`src/rtl/store_buffer.sv`:
```
// In-order store write buffer: a circular FIFO drained to data memory over req/ack,
// plus a same-word load hazard flag. Define STORE_BUFFER_MERGE_EN to merge same-word stores into the youngest entry.
module store_buffer #(
    parameter int DEPTH  = 4,
    parameter int ADDR_W = 30
) (
    input  logic                       i_clk,
    input  logic                       i_rst,
    input  logic                       i_valid,
    input  logic [ADDR_W-1:0]          i_word_addr,
    input  logic [31:0]                i_data,
    input  logic [3:0]                 i_mask_n,
    input  logic                       i_trap,
    output logic                       o_ready,
    output logic                       o_mem_req,
    output logic [ADDR_W-1:0]          o_mem_addr,
    output logic [31:0]                o_mem_wdata,
    output logic [3:0]                 o_mem_be,
    input  logic                       i_mem_ack,
    input  logic [ADDR_W-1:0]          i_ld_addr,
    output logic                       o_ld_hit,
    output logic                       o_empty,
    output logic [$clog2(DEPTH):0]     o_count,
    output logic                       o_drop
);

    localparam int PW = $clog2(DEPTH);
    localparam int CW = PW + 1;
    localparam logic [CW-1:0] FULL_COUNT = CW'(DEPTH);

    typedef enum logic {
        S_IDLE = 1'b0,
        S_REQ  = 1'b1
    } state_t;

    state_t              state_q, state_next;
    logic [CW-1:0]       count_q, count_next;
    logic [PW-1:0]       head_q, tail_q;
    logic [DEPTH-1:0]    valid_q;
    logic                drop_q;

    logic [ADDR_W-1:0]   addr_mem [DEPTH];
    logic [31:0]         data_mem [DEPTH];
    logic [3:0]          mask_mem [DEPTH];

    logic                store_ok;
    logic                accept;
    logic                drop;
    logic                push;
    logic                pop;
    logic                merge;

    // A store is well-formed when it is not trapped and writes at least one byte.
    assign store_ok = i_valid & ~i_trap & (i_mask_n != 4'b1111);
    assign o_ready  = (count_q != FULL_COUNT);
    assign accept   = store_ok & o_ready;
    assign drop     = i_valid & o_ready & ~store_ok;
    assign pop      = (state_q == S_REQ) & i_mem_ack;
    assign push     = accept & ~merge;

`ifdef STORE_BUFFER_MERGE_EN
    logic [PW-1:0] young_idx;
    logic [31:0]   merge_data;

    assign young_idx = tail_q - PW'(1);

    // The head is frozen while it is being offered to memory, so it never merges then.
    assign merge = accept && (count_q != '0)
                && (addr_mem[young_idx] == i_word_addr)
                && !((young_idx == head_q) && (state_q == S_REQ));

    always_comb begin
        merge_data = data_mem[young_idx];
        for (int k = 0; k < 4; k++) begin
            if (!i_mask_n[k]) merge_data[8*k +: 8] = i_data[8*k +: 8];
        end
    end
`else
    assign merge = 1'b0;
`endif

    always_comb begin
        count_next = count_q + CW'(push) - CW'(pop);
    end

    // NOTE: every signal written here gets a default first, so no path leaves it unassigned and no latch is inferred.
    always_comb begin
        state_next = state_q;
        case (state_q)
            S_IDLE:  if (count_next != '0) state_next = S_REQ;
            S_REQ:   if (pop && (count_next == '0)) state_next = S_IDLE;
            default: state_next = S_IDLE;
        endcase
    end

    // NOTE: sequential state uses non-blocking assignments so every register samples pre-edge values.
    always_ff @(posedge i_clk) begin
        if (i_rst) begin
            state_q <= S_IDLE;
            count_q <= '0;
            head_q  <= '0;
            tail_q  <= '0;
            valid_q <= '0;
            drop_q  <= 1'b0;
        end else begin
            state_q <= state_next;
            count_q <= count_next;
            drop_q  <= drop;
            if (pop) begin
                head_q          <= head_q + PW'(1);
                valid_q[head_q] <= 1'b0;
            end
            if (push) begin
                tail_q          <= tail_q + PW'(1);
                valid_q[tail_q] <= 1'b1;
            end
        end
    end

    // NOTE: entry storage is not reset; valid_q alone decides which slots mean anything.
    always_ff @(posedge i_clk) begin
        if (push) begin
            addr_mem[tail_q] <= i_word_addr;
            data_mem[tail_q] <= i_data;
            mask_mem[tail_q] <= i_mask_n;
        end
`ifdef STORE_BUFFER_MERGE_EN
        if (merge) begin
            data_mem[young_idx] <= merge_data;
            mask_mem[young_idx] <= mask_mem[young_idx] & i_mask_n;
        end
`endif
    end

    always_comb begin
        o_ld_hit = 1'b0;
        for (int i = 0; i < DEPTH; i++) begin
            if (valid_q[i] && (addr_mem[i] == i_ld_addr)) o_ld_hit = 1'b1;
        end
    end

    assign o_mem_req   = (state_q == S_REQ);
    assign o_mem_addr  = o_mem_req ? addr_mem[head_q] : '0;
    assign o_mem_wdata = o_mem_req ? data_mem[head_q] : '0;
    assign o_mem_be    = o_mem_req ? ~mask_mem[head_q] : 4'b0000;
    assign o_empty     = (count_q == '0);
    assign o_count     = count_q;
    assign o_drop      = drop_q;

endmodule

```
`config.mk`:
```
export PLATFORM = sky130hd
export DESIGN_NAME = store_buffer
export DESIGN_NICKNAME = d
export VERILOG_FILES = /design/src/rtl/store_buffer.sv
export SDC_FILE = /design/constraint.sdc
export NUM_CORES = 1
export LEC_CHECK = 0
export BUFFER_PORTS_ARGS = -buffer_cell sky130_fd_sc_hd__buf_2
export CELL_PAD_IN_SITES_DETAIL_PLACEMENT = 1
export CELL_PAD_IN_SITES_GLOBAL_PLACEMENT = 2
export CORE_MARGIN = 2
export CORE_UTILIZATION = 44
export CTS_BUF_LIST = sky130_fd_sc_hd__clkbuf_4 sky130_fd_sc_hd__clkbuf_8
export DETAILED_ROUTE_END_ITERATION = 7
export PLACE_DENSITY_LB_ADDON = 0.1
export SLEW_MARGIN = 0
export SYNTH_ARGS = -nofsm -noshare
export SYNTH_HDL_FRONTEND = slang
export SYNTH_SLANG_ARGS = --single-unit
```
`constraint.sdc`:
```
create_clock -name i_clk -period 2.89 [get_ports i_clk]
set_input_delay 0.289 -clock i_clk [delete_from_list [all_inputs] [get_ports i_clk]]
set_output_delay 0.289 -clock i_clk [all_outputs]
set_load 0.05 [all_outputs]
```
=== After elaboration in Yosys (flattened, before gate mapping) ===
Memories as Yosys holds them, arrays and structs flattened. A register that Yosys moved wholly into a read port is not among the register bits.
Index checks and enable logic that the tools add are counted.

* Reduce and logical (&&, ||, !) cells: 10
* Mux-type cells: 25
* Magnitude comparators: 4
* Bitwise logic cells: 13
* Eq/ne operators: 6
* $add $sub $neg: 4

{| class="wikitable"
|+ Operator list
! operator !! count
|-
| $eq A30 B30 Y1 || 4
|-
| $mux W32 || 1
|-
| $mux W30 || 1
|-
| $mux W4 || 4
|-
| $mux W2 || 6
|-
| $mux W1 || 10
|-
| $not A4 Y4 || 2
|-
| $logic_and A1 B1 Y1 || 7
|-
| $and A1 B1 Y1 || 6
|-
| $logic_not A3 Y1 || 2
|-
| $lt A2 B3 Y1 const B || 2
|-
| $add A2 B1 Y2 const B || 2
|-
| $and A4 B4 Y4 || 1
|-
| $demux W1 S2 || 2
|-
| $ge A2 B1 Y1 const B || 2
|-
| $ne A4 B4 Y1 const B || 1
|-
| $or A4 B4 Y4 || 1
|-
| $add A3 B1 Y3 || 1
|-
| $ne A3 B3 Y1 const B || 1
|-
| $not A1 Y1 || 3
|-
| $reduce_bool A3 Y1 || 1
|-
| $sub A3 B1 Y3 || 1
|-
| $pmux W1 S2 || 1
|}

* Memories kept: 3
* Output and inout bits: 74
* Flip-flop bits (word level): 13
* Memory bits (writable): 264
* Bits of input ports: 101
* Word-level logic and storage cells: 71

{| class="wikitable"
|+ Memories
! name !! depth !! bits a word !! rd ports !! clocked after memory_dff !! wr ports !! line !! RTL
|-
| data_mem || 4 || 32 || 1 || 1 || 1 || 43 || <nowiki>logic [31:0] data_mem [DEPTH];</nowiki>
|-
| addr_mem || 4 || 30 || 5 || 1 || 1 || 42 || <nowiki>logic [ADDR_W-1:0] addr_mem [DEPTH];</nowiki>
|-
| mask_mem || 4 || 4 || 1 || 1 || 1 || 44 || <nowiki>logic [3:0] mask_mem [DEPTH];</nowiki>
|}

=== Logic depth before layout (Yosys ltp) ===
* Depth in word-level cells: 10
* Mapped depth: 12
* Gate-level depth less buffers: 12

=== Least setup slack after synthesis ===
No wires, ideal clock.

* Kind: register to register
* Start: register count_q[1] (netlist: o_count[1])
* End: memory addr_mem[0][0], enable pin
* Stages on the path, launching flop included: 4
* Period minus slack after synthesis: 3401 ps
* Setup time: 432 ps
* Arrival time: 2968 ps
* Data required time: 2458 ps
* Slack: -511 ps
* Cells stage by stage: dfxtp_1 nor2_1 nand2_1 and3_1

* Cells in the longest elaborated chain, start to end: 4

{| class="wikitable"
|+ Ends and longest elaborated chain
! what !! line !! RTL
|-
| from (decl) || 37 || <nowiki>logic [CW-1:0] count_q, count_next;</nowiki>
|-
| from (signal assigned) || 107 || <nowiki>count_q <= count_next;</nowiki>
|-
| $ne A3 B3 Y1 || 55 || <nowiki>assign o_ready = (count_q != FULL_COUNT);</nowiki>
|-
| named net o_ready || 14 || <nowiki>output logic o_ready,</nowiki>
|-
| $and A1 B1 Y1 || 56 || <nowiki>assign accept = store_ok & o_ready;</nowiki>
|-
| $mux W1 || 122 || <nowiki>if (push) begin</nowiki>
|-
| $mux W1 (not written as such) || 123 || <nowiki>addr_mem[tail_q] <= i_word_addr;</nowiki>
|-
| to (decl) || 42 ||
|}

The timed path passes the listed nets, and every way through them passes these cells.

==> key figures <==
Placement
  – PortBufs: 174
  – Dpl hpwl: 20800 um
  – GPL Wtd Cong: 0.777
  – Pre-CTS setup slack: 0.250 ns

Timing
  – Max-slew headroom: 0.502
  – Period utilization: 0.948
  – Max Slew Vio Count: 0
  – Skew final: 0.0175 ns
  – Setup TNS: 0 ns
  – Min Tclk post-route: 2.74 ns
  – RSZ-0062 raised after global routing: no
  – Actual slew at the worst max-slew pin: 0.747 ns
  – Slack of the critical path: 0.150 ns
  – Final hold violation count: 0
  – Final setup fails: 0
  – Upper clock frequency limit: 365 MHz

Layout
  – Final nets: 1052
  – Multi-input logic area: 3610 um^2
  – Register area: 8240 um^2
  – Area Growth Syn to Fin: 24.6%
  – FILL cells: 2527
  – Ratio of cells with drive above 1 in the final layout: 0.347

Clock network
  – CTS tree: yes
  – H-tree depth: 2
  – Inserted Clock Buffers: 48
  – Clk_lat worst skew: 0.57 ns
  – Total clock sinks: 279
  – Post-CTS setup buffer count: 0
  – CTS Buffer Depth: 3
  – Clk slew on worst S/H paths: 0.06 ns
  – CTS Root Cell: clkbuf_8

Synthesis
  – Synth area leaders: edfxtp_1, mux4_2, xnor2_1
  – Synth Register Bits: 279
  – Mean Syn Cell Area: 18.0 um^2
  – Netlist cell types: 24
  – Yosys warning count: 0
  – Post-synth top area cell: edfxtp_1
  – Synth top area share: 0.659
  – Post-synthesis instance area: 12000 um^2
  – Post-synthesis sequential area ratio: 0.684
  – Post-Synthesis Cells: 669
  – Syn nets: 781

Die
  – Core area: 26900 um^2
  – Cell Rows: 60
  – Total die area: 28700 um^2
  – Die height: 169 um
  – Chip width: 169 um
  – Initial core utilization: 0.447
  – Io pins: 175

Drt
  – Routed via count: 6977
  – Drt total wl: 30700 um
  – DRT Pass-1 Iters: 4
  – Antenna-violating nets left: 0
  – Via-per-instance ratio: 5.30
  – Met3 Routed Length: 1510 um
  – Detailed router's first-iteration violation count: 400
  – Met1 WL: 13000 um
  – Uppermost layer routed: met4
  – Routed length per instance: 23.3 um
  – Met2 wire length: 15700 um
  – DRC: 0

Setup path
  – Worst Setup SP: addr_mem[1][24]$_DFFE_PP_
  – Critical Path Most Common Cell: nand4_1
  – Crit-path cells: xnor2_1 > nand4_1 > nor4_1 > nand4_1 > nand4_1 > buf_2
  – Crit. End Element: output pin
  – CP Max Fanout: 2
  – R2R Path End: o_mem_req$_SDFF_PP0_
  – Reg-to-reg slack, setup: 0.49 ns
  – R2R depth: 12
  – CP Data Required Time: 2.60 ns
  – Worst R2R Start: o_count[0]$_SDFF_PP0_
  – Startpoint types: flip-flop
  – Setup CP Type: flip-flop to output pin
  – CP max stage delay: 0.40 ns
  – Crit path to: o_ld_hit
  – Crit path arrival time: 2.45 ns
  – Slowest cell on crit path: edfxtp_1

Global routing
  – Total gr overflow: 0
  – Vias in the first global route: 7723
  – First-pass GRT wire length: 46500 um
  – Largest net degree at the start of global routing: 69
  – GRT Total Usage: 0.219
  – Initial antenna violation count: 2

Power and ir drop
  – P_leak: 5.23 nW
  – Comb power frac: 0.303
  – Switch Pwr: 4.09 mW
  – Pwr Density: 780 nW/um^2
  – Switching share of power: 0.350
  – Sequential power share: 0.410
  – Clock power share: 0.287
  – P_int: 7.59 mW
  – VDD IR max: 0.469 mV

Worst hold path
  – HP Class: input pin to flip-flop

Flow run
  – Max_cap viols: 0

Run status
  – Outcome: finished, final reports clean
registers in the layout, indices dropped and copies added, names as in the netlist, named ones only:
signal,count
tail_q,2
o_drop,1
mask_mem,16
o_mem_req,1
data_mem,128
o_count,3
addr_mem,120
head_q,2
valid_q,4
synth_stat cells:
master	n
ha_1	10
nand4_1	26
xnor2_1	79
fa_1	1
buf_6	5
nor2b_1	6
and3b_1	1
nor2_1	13
mux2i_1	2
nand3b_1	1
a21oi_1	5
nor3b_1	1
edfxtp_1	264
mux4_2	66
inv_1	7
clkbuf_1	25
dfxtp_1	15
and2_1	64
nor3_1	1
nand2_1	5
xor2_1	45
nor4_1	16
and3_1	4
buf_2	7
how the worst min path moves through the flow:
stage / start / to / slack [ns] / cells past startpoint
5_1_grt: i_rst / valid_q[3]$_SDFF_PP0_ / 0.07 / 2
6_report: i_rst / valid_q[3]$_SDFF_PP0_ / 0.08 / 2
3_5_place_dp: valid_q[3]$_SDFF_PP0_ / valid_q[3]$_SDFF_PP0_ / 0.49 / 2
2_1_floorplan: i_rst / o_mem_req$_SDFF_PP0_ / 0.36 / 1
3_3_place_gp: valid_q[1]$_SDFF_PP0_ / valid_q[1]$_SDFF_PP0_ / 0.49 / 2
4_1_cts: i_rst / tail_q[0]$_SDFFE_PP0N_ / 0.05 / 2
critical path, delay by kind of cell (launching register included):
| family | cells | cell delay, ns |
|---|---|---|
| xor gates and xnor gates | 1 | 0.36 |
| DFF | 1 | 0.40 |
| buffers and inverters | 1 | 0.28 |
| and+or+nand+nor | 4 | 0.84 |
power groups by stage:
stage,Combinational [mW],Sequential [mW],Clock [mW]
3_5_place_dp,3.50,4.88,0
5_1_grt,3.77,4.81,3.61
6_report,3.54,4.79,3.35
3_3_place_gp,3.47,4.86,0
4_1_cts,3.59,4.79,3.45
2_1_floorplan,2.55,4.89,0
metal layers:
metal,vias up,GRT usage
met1,3609,0.290
li1,3119,-
met2,205,0.380
met5,-,0
met4,0,0.0487
met3,44,0.0406
cells by family (layout without fill, tap and decap cells):
| group | Yosys count | in the layout | share of synthesized area |
|---|---|---|---|
| buf+inv | 44 | 348 | 0.0176 |
| xor+xnor | 124 | 124 | 0.0903 |
| other cells | 0 | 2 | 0 |
| simple gates | 138 | 138 | 0.0684 |
| flops | 279 | 279 | 0.684 |
| fa+ha+maj | 11 | 11 | 0.0121 |
| compound gates | 5 | 5 | 0.00208 |
| mux | 68 | 68 | 0.125 |
repair_timing:
action	CTS	global route
endpoints found under the hold margin	265	0
endpoints found under the setup margin	0	1
hold buffers	67	0
resized for setup	0	1
area by class of cell:
cell class | count | area share
Antenna cell | 2 | 0.000334
Clock buffer | 59 | 0.0496
Clock inverter | 24 | 0.00952
Inverter | 7 | 0.00175
Multi-Input combinational cell | 346 | 0.241
Sequential cell | 279 | 0.550
Tap cell | 341 | 0.0285
Timing Repair Buffer | 258 | 0.119
layout by cell type (no fill, tap or decap), drive strengths merged, types with 2 or more instances in the layout:
cell type / synthesis / final
xnor2: 79 / 79
xor2: 45 / 45
and3: 4 / 4
edfxtp: 264 / 264
clkbuf: 25 / 59
inv: 7 / 9
and2: 64 / 64
a21oi: 5 / 5
dlygate4sd3: 0 / 67
buf: 12 / 191
nor2: 13 / 13
nor4: 16 / 16
mux4: 66 / 66
diode: 0 / 2
nor2b: 6 / 6
dfxtp: 15 / 15
mux2i: 2 / 2
nand4: 26 / 26
ha: 10 / 10
clkinv: 0 / 20
nand2: 5 / 5
per-stage QoR:
step	area [um^2]	hold slack (ns)	std cells	power, mW	utilization
floorplan	12000	0.358	669	7.44	-
global placement	13400	0.485	1164	8.33	0.499
detailed placement	13400	0.492	1164	8.37	0.499
CTS	15000	0.0542	1314	11.8	0.557
global route	15000	0.0718	1315	12.2	0.557
finish	15000	0.0806	1316	11.7	0.557
Note: power is estimated with default switching activity, not from simulation.
